**src/rtl/alu_cmd_driver.sv**
```systemverilog
// alu_cmd_driver: FIFO-buffered start/done stimulus driver for TinyALU with done-timeout and idle gap.
// Define ALU_DRV_RAND_GAP_EN to take the idle gap from a 16-bit LFSR instead of gap_cfg.
module alu_cmd_driver #(
    parameter int DATA_W  = 8,
    parameter int OP_W    = 3,
    parameter int DEPTH   = 4,
    parameter int GAP_W   = 2,
    parameter int TIMEOUT = 64
) (
    input  logic                       clk,
    input  logic                       reset_n,
    input  logic                       cmd_valid,
    output logic                       cmd_ready,
    input  logic [OP_W-1:0]            cmd_op,
    input  logic [DATA_W-1:0]          cmd_a,
    input  logic [DATA_W-1:0]          cmd_b,
    input  logic [GAP_W-1:0]           gap_cfg,
    output logic                       start,
    output logic [OP_W-1:0]            op,
    output logic [DATA_W-1:0]          a,
    output logic [DATA_W-1:0]          b,
    input  logic                       done,
    input  logic                       pred_ready,
    output logic                       pred_valid,
    output logic [OP_W-1:0]            pred_op,
    output logic [DATA_W-1:0]          pred_a,
    output logic [DATA_W-1:0]          pred_b,
    output logic                       timeout_err,
    output logic                       busy,
    output logic [$clog2(DEPTH+1)-1:0] fifo_count
);

    localparam int PTR_W = (DEPTH > 1) ? $clog2(DEPTH) : 1;
    localparam int CNT_W = $clog2(DEPTH + 1);
    localparam int TMO_W = $clog2(TIMEOUT);
    localparam int ENT_W = OP_W + 2 * DATA_W;

    typedef enum logic [1:0] {
        IDLE  = 2'd0,
        ISSUE = 2'd1,
        GAP   = 2'd2
    } state_t;

    state_t state_q, state_d;

    logic [ENT_W-1:0]  mem_q [DEPTH];
    logic [ENT_W-1:0]  mem_d [DEPTH];
    logic [PTR_W-1:0]  wr_ptr_q, wr_ptr_d;
    logic [PTR_W-1:0]  rd_ptr_q, rd_ptr_d;
    logic [CNT_W-1:0]  count_q, count_d;
    logic              full_q, full_d;

    logic              start_q, start_d;
    logic [OP_W-1:0]   op_q, op_d;
    logic [DATA_W-1:0] a_q, a_d;
    logic [DATA_W-1:0] b_q, b_d;
    logic              pred_valid_q, pred_valid_d;
    logic [OP_W-1:0]   pred_op_q, pred_op_d;
    logic [DATA_W-1:0] pred_a_q, pred_a_d;
    logic [DATA_W-1:0] pred_b_q, pred_b_d;
    logic              timeout_err_q, timeout_err_d;
    logic [TMO_W-1:0]  tmo_q, tmo_d;
    logic [GAP_W-1:0]  gap_cnt_q, gap_cnt_d;

    logic              push;
    logic              pop;
    logic              tmo_hit;
    logic              issue_exit;
    logic              timed_out;
    logic [GAP_W-1:0]  gap_val;
    logic [ENT_W-1:0]  pop_ent;

    assign push       = cmd_valid && cmd_ready;
    assign pop        = (state_q == IDLE) && (count_q != '0) && pred_ready;
    assign pop_ent    = mem_q[rd_ptr_q];
    assign tmo_hit    = (tmo_q == TMO_W'(TIMEOUT - 1));
    assign issue_exit = (state_q == ISSUE) && ((op_q == '0) || done || tmo_hit);
    assign timed_out  = (state_q == ISSUE) && (op_q != '0) && !done && tmo_hit;

`ifdef ALU_DRV_RAND_GAP_EN
    logic [15:0] lfsr_q, lfsr_d;
    logic        lfsr_fb;
    logic        unused_gap_cfg;

    assign unused_gap_cfg = ^gap_cfg;
    assign lfsr_fb        = lfsr_q[15] ^ lfsr_q[13] ^ lfsr_q[12] ^ lfsr_q[10];
    // The gap uses the current LFSR value; the register steps at that same exit edge.
    assign gap_val        = lfsr_q[GAP_W-1:0];

    always_comb begin
        lfsr_d = lfsr_q;
        if (issue_exit) begin
            lfsr_d = {lfsr_q[14:0], lfsr_fb};
        end
    end

    always_ff @(posedge clk) begin
        if (!reset_n) begin
            lfsr_q <= 16'hACE1;
        end else begin
            lfsr_q <= lfsr_d;
        end
    end
`else
    assign gap_val = gap_cfg;
`endif

    // Full is registered so a pop while full only frees cmd_ready on the following cycle.
    always_comb begin
        mem_d    = mem_q;
        wr_ptr_d = wr_ptr_q;
        rd_ptr_d = rd_ptr_q;
        count_d  = count_q;
        if (push) begin
            mem_d[wr_ptr_q] = {cmd_op, cmd_a, cmd_b};
            wr_ptr_d        = wr_ptr_q + PTR_W'(1);
        end
        if (pop) begin
            rd_ptr_d = rd_ptr_q + PTR_W'(1);
        end
        case ({push, pop})
            2'b10:   count_d = count_q + CNT_W'(1);
            2'b01:   count_d = count_q - CNT_W'(1);
            default: count_d = count_q;
        endcase
        full_d = (count_d == CNT_W'(DEPTH));
    end

    always_ff @(posedge clk) begin
        mem_q <= mem_d;
    end

    always_ff @(posedge clk) begin
        if (!reset_n) begin
            wr_ptr_q <= '0;
            rd_ptr_q <= '0;
            count_q  <= '0;
            full_q   <= 1'b0;
        end else begin
            wr_ptr_q <= wr_ptr_d;
            rd_ptr_q <= rd_ptr_d;
            count_q  <= count_d;
            full_q   <= full_d;
        end
    end

    always_ff @(posedge clk) begin
        if (!reset_n) begin
            state_q <= IDLE;
        end else begin
            state_q <= state_d;
        end
    end

    always_comb begin
        state_d = state_q;
        case (state_q)
            IDLE: begin
                if (pop) begin
                    state_d = ISSUE;
                end
            end
            ISSUE: begin
                if (issue_exit) begin
                    state_d = (gap_val == '0) ? IDLE : GAP;
                end
            end
            GAP: begin
                if (gap_cnt_q <= GAP_W'(1)) begin
                    state_d = IDLE;
                end
            end
            default: state_d = IDLE;
        endcase
    end

    always_comb begin
        start_d       = start_q;
        op_d          = op_q;
        a_d           = a_q;
        b_d           = b_q;
        pred_valid_d  = 1'b0;
        pred_op_d     = pred_op_q;
        pred_a_d      = pred_a_q;
        pred_b_d      = pred_b_q;
        timeout_err_d = timeout_err_q;
        tmo_d         = tmo_q;
        gap_cnt_d     = gap_cnt_q;
        case (state_q)
            IDLE: begin
                if (pop) begin
                    {op_d, a_d, b_d}                = pop_ent;
                    {pred_op_d, pred_a_d, pred_b_d} = pop_ent;
                    start_d                         = 1'b1;
                    pred_valid_d                    = 1'b1;
                    tmo_d                           = '0;
                end
            end
            ISSUE: begin
                if (issue_exit) begin
                    start_d   = 1'b0;
                    gap_cnt_d = gap_val;
                    if (timed_out) begin
                        timeout_err_d = 1'b1;
                    end
                end else begin
                    tmo_d = tmo_q + TMO_W'(1);
                end
            end
            GAP: begin
                gap_cnt_d = gap_cnt_q - GAP_W'(1);
            end
            default: start_d = 1'b0;
        endcase
    end

    always_ff @(posedge clk) begin
        if (!reset_n) begin
            start_q       <= 1'b0;
            op_q          <= '0;
            a_q           <= '0;
            b_q           <= '0;
            pred_valid_q  <= 1'b0;
            pred_op_q     <= '0;
            pred_a_q      <= '0;
            pred_b_q      <= '0;
            timeout_err_q <= 1'b0;
            tmo_q         <= '0;
            gap_cnt_q     <= '0;
        end else begin
            start_q       <= start_d;
            op_q          <= op_d;
            a_q           <= a_d;
            b_q           <= b_d;
            pred_valid_q  <= pred_valid_d;
            pred_op_q     <= pred_op_d;
            pred_a_q      <= pred_a_d;
            pred_b_q      <= pred_b_d;
            timeout_err_q <= timeout_err_d;
            tmo_q         <= tmo_d;
            gap_cnt_q     <= gap_cnt_d;
        end
    end

    assign cmd_ready   = reset_n && !full_q;
    assign start       = start_q;
    assign op          = op_q;
    assign a           = a_q;
    assign b           = b_q;
    assign pred_valid  = pred_valid_q;
    assign pred_op     = pred_op_q;
    assign pred_a      = pred_a_q;
    assign pred_b      = pred_b_q;
    assign timeout_err = timeout_err_q;
    assign busy        = (state_q != IDLE) || (count_q != '0);
    assign fifo_count  = count_q;

endmodule

```
**config.mk**
```make
export PLATFORM = sky130hd
export DESIGN_NAME = alu_cmd_driver
export DESIGN_NICKNAME = d
export VERILOG_FILES = /design/src/rtl/alu_cmd_driver.sv
export SDC_FILE = /design/constraint.sdc
export NUM_CORES = 1
export LEC_CHECK = 0
export CORE_MARGIN = 3
export CORE_UTILIZATION = 40
export CTS_BUF_LIST = sky130_fd_sc_hd__clkbuf_2
export DETAILED_ROUTE_END_ITERATION = 6
export PLACE_DENSITY = 0.62
export SYNTH_ARGS = -nofsm -noshare
export SYNTH_HDL_FRONTEND = slang
export SYNTH_SLANG_ARGS = --single-unit
```
**constraint.sdc**
```tcl
create_clock -name clk -period 4.2 [get_ports clk]
set_clock_uncertainty 0.15 [all_clocks]
set_input_delay 0.84 -clock clk [delete_from_list [all_inputs] [get_ports clk]]
set_output_delay 0.84 -clock clk [all_outputs]
set_load 0.005 [all_outputs]
```
* Word-level counts from Yosys, hierarchy flattened
Index checks and enable logic that the tools add are counted.
Operators by class: add/sub/neg operators 6, $lt $le $gt $ge 4, equal/unequal tests 10, mux-type cells 21, bitwise logic cells 3, reduce and logical (&&, ||, !) cells 29
Operators with widths (count):
- 76-bit bitwise mux | 1
- 19-bit two-way mux | 3
- 19-bit binary-select mux with 2-bit select | 1
- 19-bit demux with 2-bit select | 1
- 6-bit two-way mux | 2
- 6-bit one-hot mux with 2 select lines | 1
- 3-bit AND reduction | 4
- 2-bit two-way mux | 5
- 1-bit logical AND | 9
- 2-bit != test (second input constant) | 4
- 6-bit by 1-bit adder with 6-bit output (second input constant) | 1
- 6-bit equality test (second input constant) | 1
- 3-bit greater-or-equal comparator (second input constant) | 2
- 2-bit inverter with 3-bit output | 2
- 2-bit one-hot mux with 3 select lines | 1
- 3-bit one-hot mux with 2 select lines | 1
- 2-bit AND reduction | 3
- 2-bit nonzero test | 3
- 3-bit nonzero test | 2
- 2-bit by 1-bit adder with 2-bit output (second input constant) | 2
- 2-bit by 1-bit equality test with 1-bit output (second input constant) | 2
- 2-bit equality test (second input constant) | 2
- 2-bit zero test | 2
- 2-bit one-hot mux with 2 select lines | 1
- 12 further kinds | 17
Word-level totals: flip-flop bits (word level) 116, bits of input ports 26, output and inout bits 46, word-level logic and storage cells 90

* Depth between registers and ports, before layout
Gate-level depths: netlist (run 1).
word-level depth 6, mapped depth 11, mapped depth without buffers 10

* Worst setup path before layout (run 1)
No wires, ideal clock.
path type input to register, from input pred_ready, to register full_q, setup time 0.060 ns, arrival time 2.401 ns, required time 3.990 ns, path slack 1.589 ns, stages on the path 10, buffers on the path 1, cells stage by stage nand3_2 > inv_2 > buf_2 > ha_1 > inv_1 > fa_1 > xor2_1 > nor2_1 > xor2_1 > and3_1
Between the ends: longest elaborated chain between the ends 4, elaborated cells between the ends (all ways) 5, those cells by class eq/ne: 3; mux: 1; reduce/logical: 1
RTL lines:
- start, declared | RTL line 23 | input logic pred_ready,
- 1-bit logical AND * | RTL line 74 | assign pop = (state_q == IDLE) && (count_q != '0) && pred_ready;
- via pop | RTL line 66 | logic pop;
- 2-bit by 1-bit equality test with 1-bit output / 2-bit equality test (equally long branches) | RTL line 121 | case ({push, pop})
- 3-bit one-hot mux with 2 select lines * | RTL line 121
- 3-bit equality test * | RTL line 126 | full_d = (count_d == CNT_W'(DEPTH));
- end signal, assigned | RTL line 143 | full_q <= full_d;
- end, declared | RTL line 51 | logic full_q, full_d;
The timed path passes the listed nets; every way through them passes the cells marked *. A chain may end at the register's enable or synchronous reset.

* Worst setup path in the final report (run 1)
from input reset_n, to output cmd_ready
Between the ends: longest elaborated chain between the ends 1
RTL lines:
- start, declared | RTL line 11 | input logic reset_n,
- 1-bit logical AND | RTL line 245 | assign cmd_ready = reset_n && !full_q;
- end, declared | RTL line 13 | output logic cmd_ready,
No other way between the ends.

==> key figures, run 1 <==
Yosys
  – Largest family of logic cells by synthesized area: multiplexers
  – Mapped Area: 4650 sq um
  – Average cell area after synthesis: 14.1 sq um
  – Number of synthesized register bits: 116
  – Multiplexer share of the synthesized area: 0.0942
  – Cells after Synth: 330
  – Synth Area in Simple Gates: 0.0856
  – Synthesis Warnings: 0
  – Yosys cell types: 44
  – Register area share after synthesis: 0.663
  – Adder-cell area share of the yosys netlist: 0.0231
  – Synth Area in Compound Gates: 0.0651
  – Synth Area in XOR/XNOR: 0.0132
  – Syn_nets: approximately 360

Die
  – Die Area: 13000 sq um
  – Die H: 114 um
  – Cell Rows: 38
  – IO Pins: 72
  – Die Wd: 114 um
  – Core area: 11100 sq um
  – Initial Util: 0.420

Run status
  – Status: complete, no violations

Power
  – Final Total Pwr: 0.00298 W
  – Pwr per Cell Area: 530 nW/um^2
  – Leak pwr: 1.86 nW
  – VDD IR-drop max: roughly 0.00019 V

Placement
  – Dpl cells: 513
  – PortBufs: 71
  – Pre-CTS WS: 731 ps
  – Hpwl dp: 5580 um
  – Routability congestion estimate: 0.792

CTS
  – TritonCTS buffer count: 17
  – Clock-pin transition on the worst setup and hold timing paths: around 170 ps
  – Hold_buf cts: 0
  – Resized Gates After CTS: 0
  – Clock Tree Root: clkbuf_2
  – Post-CTS setup buffer count: 0
  – Max Root-Sink Buffers: 2
  – Clock Latency Late Sink: approximately 610 ps
  – H-Tree Level Count: 4
  – TritonCTS clock tree: done
  – Sink Count: 116

Timing
  – Sum of negative setup slack: 0 ps
  – Minimum clock period after layout: 3430 ps
  – Slew Limit Fails: 0
  – Final Worst Setup Slack: 769 ps
  – FMAX: slightly below 300 MHz
  – Slew margin rel.: 0.242
  – Final Cycle Share: 0.817
  – Setup violators final: 0
  – Final hold violations: 0
  – RSZ-0062 raised after global routing: false
  – Hold Worst Slack: 332 ps
  – Slew @ Worst Pin: 1140 ps

Setup path
  – Reg2reg path depth: 10
  – Worst EP arrival: ~2400 ps
  – R2R setup slack: 1520 ps
  – Crit path max fanout: 11
  – RR Endpoint: full_q$_SDFF_PN0_
  – Critical Path Sink Type: output port
  – RR Startpoint: state_q[0]$_SDFFE_PN0P_
  – Slowest-stage cell, CP: clkdlybuf4s50_1
  – Data required time of the critical path: 3210 ps
  – Most frequent CP cell: clkdlybuf4s50_1
  – Worst path max stage delay: 660 ps
  – Critical path type: input port to output port
  – Startpoint Class: input port
  – Crit-path cells: clkdlybuf4s50_1 -> nor2b_1 -> clkdlybuf4s50_1

Layout
  – # diodes: 0
  – Non-filler cells, final: 545
  – Layout cell share with drive strength beyond 1: 0.160
  – Layout net count: 426
  – Area growth syn-to-layout: 20.7%

Global route
  – First-pass GRT wire length: ~14000 um
  – Initial antenna violation count: 0
  – Pin count of the biggest net entering global routing: 34
  – GRT Total Usage: 0.146
  – Vias in the first global route: 2826
  – Grt ovf: 0

Drt
  – Detailed Routing Iterations Pass 1: 6
  – Vias per inst: 5.04
  – Remaining antenna violation count after routing: 0
  – Via count: 2747
  – Starting DRT DRC Count: approximately 190
  – Routed WL: 8820 um
  – # DRC: 0
  – Avg WL per Cell: between 15 and 20 um

Worst hold path
  – Hold path start: pred_b[4]$_SDFFE_PN0P_
  – Hold Crit Depth: 2
  – Hold Path Class: register to register
  – Hold Path Sink: pred_b[4]$_SDFFE_PN0P_

Flow run
  – Max-Cap Viols: 0
logic make-up after synthesis:
family | after synthesis
compound gates | 48
xor+xnor | 7
fa+ha+maj | 8
buf+inv | 46
flops | 116
mux | 20
simple gates | 85
per-layer routing:
| layer | up-vias | share of wire | GRT usage |
|---|---|---|---|
| li1 | 1322 | - | - |
| met4 | 0 | 0.013 | 0.0554 |
| met3 | 11 | 0.039 | 0.0435 |
| met5 | - | 0 | 0 |
| met2 | 70 | 0.52 | 0.250 |
| met1 | 1344 | 0.43 | 0.172 |
power by group:
part	internal, W	leakage (nW)	switching (W)	total [W]
logic	0.000457	0.702	0.000334	0.000791
registers	0.00133	1.02	0.000135	0.00146
clock network	0.000282	0.146	0.000440	0.000722
total	0.00207	1.86	0.000908	0.00298
Yosys cell counts (all sizes together):
cell type	number	area (sq um)
nor2	12	45.0
xor2	4	35.0
o21ai	6	33.8
nand2	45	169
nor3	4	25.0
mux2i	1	10.0
o221a	1	11.3
inv	13	48.8
clkbuf	6	22.5
or3	2	12.5
o41ai	1	8.76
nor2b	1	6.26
and2	3	18.8
edfxtp	76	2280
dfxtp	40	801
mux4	19	428
o21a	1	7.51
and2b	1	8.76
nand2b	3	26.3
buf	27	189
o31a	2	18.8
a21oi	26	130
o2111ai	1	8.76
xnor2	3	26.3
ha	7	87.6
and3	8	50.1
a31oi	2	12.5
nand3	5	30.0
a311oi	2	23.8
o32ai	1	8.76
nand4	1	6.26
fa	1	20.0
o211ai	3	22.5
a221oi	1	8.76
o31ai	1	7.51
state kept, by name (all words and copies together) (netlist names):
| register | flops |
|---|---|
| tmo_q | 6 |
| pred_a | 8 |
| pred_valid | 1 |
| state_q | 2 |
| wr_ptr_q | 2 |
| pred_op | 3 |
| gap_cnt_q | 2 |
| timeout_err | 1 |
| full_q | 1 |
| rd_ptr_q | 2 |
| fifo_count | 3 |
| mem_q | 76 |
| start | 1 |
| pred_b | 8 |
how the worst max path moves through the flow:
stage / to / slack (ps) / start
CTS: cmd_ready / 770 / reset_n
global route: cmd_ready / 670 / reset_n
floorplan: full_q$_SDFF_PN0_ / 1590 / pred_ready
global placement: full_q$_SDFF_PN0_ / 770 / reset_n
detailed placement: full_q$_SDFF_PN0_ / 730 / reset_n
finish: cmd_ready / 770 / reset_n
cells in the final DEF (no fill, tap or decap), types with 2 or more instances in the layout:
cell type         n
clkinv_4          7
a21oi_1          26
bufinv_16         2
xnor2_1           3
nor2_1           12
clkdlybuf4s50_1  71
nand2_1          45
clkinv_2          2
dfxtp_1          39
and2_1            3
clkbuf_2         18
ha_1              7
o211ai_1          3
edfxtp_1         76
clkinvlp_4        2
nand3_1           4
buf_4             5
mux4_2           19
a31oi_1           2
nor3_1            3
and3_1            8
inv_1            12
o21ai_0           5
xor2_1            4
or3_1             2
nand2b_1          2
stage by stage:
stage / utilization / cell area, sq um
after global routing: 0.507 / 5610
final: 0.507 / 5610
after detailed placement: 0.484 / 5360
after global placement: 0.484 / 5360
after CTS: 0.507 / 5610
after floorplan: - / 4650
worst max-delay path: cells and delay by family:
kind / cells / cell delay (ps)
buf+inv: 2 / 1230
simple gates: 1 / 370
area by class of cell:
class / count / area, sq um
inverters: 13 / 48.8
multi-input cells: 168 / 1310
fillers: 976 / 5470
clock inverters: 14 / 158
repair buffers: 76 / 748
clock buffers: 18 / 90.1
flip-flops and latches: 116 / 3080
well taps: 140 / 175
(Power assumes the default switching activity.)
==> run 2, diff against run 1 <==
--- a/config.mk
+++ b/config.mk
@@ -9,7 +9,7 @@
 export CORE_UTILIZATION = 40
 export CTS_BUF_LIST = sky130_fd_sc_hd__clkbuf_2
 export DETAILED_ROUTE_END_ITERATION = 6
-export PLACE_DENSITY = 0.62
+export PLACE_DENSITY = 0.65
 export SYNTH_ARGS = -nofsm -noshare
 export SYNTH_HDL_FRONTEND = slang
 export SYNTH_SLANG_ARGS = --single-unit
==> constraint.sdc (replaced) <==
create_clock -name clk -period 2.97 [get_ports clk]
set_clock_uncertainty 0.15 [all_clocks]
set_input_delay 0.594 -clock clk [delete_from_list [all_inputs] [get_ports clk]]
set_output_delay 0.594 -clock clk [all_outputs]
set_load 0.005 [all_outputs]
==> key figures, run 2 (synthesis gave the netlist of run 1 again) <==
Run status
  – Status: complete, no violations (unchanged)

Global route
  – Grt ovf: 0 (unchanged)
  – Initial antenna violation count: 0 (unchanged)
  – GRT Total Usage: 0.143 (was 0.146)
  – First-pass GRT wire length: 13900 um (was 14300 um)
  – Vias in the first global route: 2734 (was 2826)
  – Pin count of the biggest net entering global routing: 27 (was 34)

Timing
  – Final Cycle Share: 0.936
  – RSZ-0062 raised after global routing: false (unchanged)
  – Minimum clock period after layout: 2780 ps
  – FMAX: 360 MHz
  – Slew Limit Fails: 0 (unchanged)
  – Slew @ Worst Pin: 751 ps (was 1140 ps)
  – Final hold violations: 0 (unchanged)
  – Sum of negative setup slack: 0 ps (unchanged)
  – Setup violators final: 0 (unchanged)
  – Slew margin rel.: 0.499 (was 0.242)

CTS
  – Sink Count: 116 (unchanged)
  – TritonCTS buffer count: 17 (unchanged)
  – TritonCTS clock tree: done (unchanged)
  – Resized Gates After CTS: 0 (unchanged)
  – Clock-pin transition on the worst setup and hold timing paths: 180 ps (was 170 ps)
  – Hold_buf cts: 0 (unchanged)
  – H-Tree Level Count: 4 (unchanged)
  – Clock Latency Late Sink: 610 ps (about the same)
  – Max Root-Sink Buffers: 2 (unchanged)
  – Clock Tree Root: clkbuf_2 (unchanged)
  – Post-CTS setup buffer count: 0 (unchanged)

Die
  – Die Wd: 114 um (unchanged)
  – Cell Rows: 38 (unchanged)
  – Die Area: 13000 sq um (unchanged)
  – Initial Util: 0.420 (unchanged)
  – IO Pins: 72 (unchanged)
  – Core area: 11100 sq um (unchanged)
  – Die H: 114 um (unchanged)

Power
  – Int Pwr: 0.00292 W (was 0.00207 W)
  – Leak pwr: 1.88 nW (was 1.86 nW)
  – Switching part of the total: 0.300 (was 0.305)
  – VDD IR-drop max: 0.000456 V (was 0.000193 V)
  – Sequential power share: 0.493 (was 0.492)
  – Pwr per Cell Area: 739 nW/um^2 (was 530 nW/um^2)
  – Net Sw Power: 0.00125 W (was 0.000908 W)
  – Logic pwr share: 0.274 (was 0.266)
  – Clk network pwr share: 0.233 (was 0.242)

Layout
  – Commonest non-fill, non-tap cell in the layout: edfxtp_1 (unchanged)
  – Layout fillers: 989 (was 976)
  – Top reg by flops: mem_q (unchanged)
  – Most frequent cells in the layout: edfxtp_1, clkdlybuf4s50_1, nand2_1 (unchanged)
  – # diodes: 0 (unchanged)
  – Max reg flops: 76 (unchanged)
  – Area growth syn-to-layout: 21.3% (was 20.7%)
  – Post-layout util: 0.509 (was 0.507)
  – Layout net count: 433 (was 426)
  – Layout cell share with drive strength beyond 1: 0.167 (was 0.160)

Setup path
  – Data required time of the critical path: 2230 ps (was 3210 ps)
  – Crit path max fanout: 5 (was 11)
  – Critical Path Sink Type: output port (unchanged)
  – Startpoint Class: register (was input port)
  – Critical path type: register to output port (was input port to output port)
  – Worst EP arrival: 2040 ps (was 2440 ps)

Worst hold path
  – Hold Path Class: register to register (unchanged)

Drt
  – Vias per inst: 4.99 (was 5.04)
  – Detailed Routing Iterations Pass 1: 4 (was 6)
  – Routed WL: 8760 um (was 8820 um)
  – # DRC: 0 (unchanged)
  – Via count: 2753 (was 2747)
  – Avg WL per Cell: 15.9 um (was 16.2 um)
  – Remaining antenna violation count after routing: 0 (unchanged)
  – Starting DRT DRC Count: 167 (was 188)

Placement
  – PortBufs: 71 (unchanged)
  – Hpwl dp: 5540 um (was 5580 um)
  – Routability congestion estimate: 0.745 (was 0.792)

Flow run
  – Max-Cap Viols: 0 (unchanged)
[run 2: cell count changes in the layout (fill, tap and decap cells not counted), sizes merged]
cell	previous run	this run
inv	14	15
clkinvlp	2	5
clkinv	9	5
buf	5	12
[run 2: worst paths after layout]
| path | start | depth (start not counted) | end | slack (ps) |
|---|---|---|---|---|
| worst max register to register | state_q[0]$_SDFFE_PN0P_ | 10 | full_q$_SDFF_PN0_ | 720 |
| worst max-delay path | fifo_count[0]$_SDFF_PN0_ | 3 | busy | 190 |
| worst min register to register | pred_b[2]$_SDFFE_PN0P_ | 2 | pred_b[2]$_SDFFE_PN0P_ | 330 |
| worst min-delay path | pred_b[2]$_SDFFE_PN0P_ | 2 | pred_b[2]$_SDFFE_PN0P_ | 330 |
[run 2: power groups by stage]
stage | registers, W | logic [W] | clock network, W
global route | 0.00210 | 0.00125 | 0.00108
global placement | 0.00210 | 0.00114 | 0
detailed placement | 0.00211 | 0.00116 | 0
floorplan | 0.00201 | 0.000769 | 0
CTS | 0.00207 | 0.00116 | 0.00100
finish | 0.00206 | 0.00114 | 0.000972
[run 2: per-layer routing]
metal	share of wire	vias up	track usage	wire, um
met5	0	-	0	0
met4	0.0061	0	0.0483	53
met3	0.054	4	0.0525	476
met2	0.51	70	0.239	4510
met1	0.42	1343	0.170	3720
li1	-	1336	-	-
[run 2: critical path, cell delays in order, from the launching register on]
cell,delay [ps]
dfxtp_1,390
or3_1,410
nand2b_1,170
clkdlybuf4s50_1,450
[run 2: area by class of cell]
type,instances,area [sq um],share of cell area
flip-flops and latches,116,3080,0.547
clock buffers,18,90.1,0.0160
repair buffers,83,801,0.142
inverters,13,48.8,0.00865
well taps,140,175,0.0310
clock inverters,14,136,0.0242
multi-input cells,168,1310,0.232
[run 2: through the flow]
step	std cells	hold WS (ps)	setup slack [ps]	power, W	area [sq um]
2_1_floorplan	330	302	579	0.00278	4650
3_3_place_gp	520	306	228	0.00324	5420
3_5_place_dp	520	313	167	0.00326	5420
4_1_cts	552	334	122	0.00423	5640
5_1_grt	552	328	50.3	0.00444	5640
6_report	552	332	190	0.00417	5640
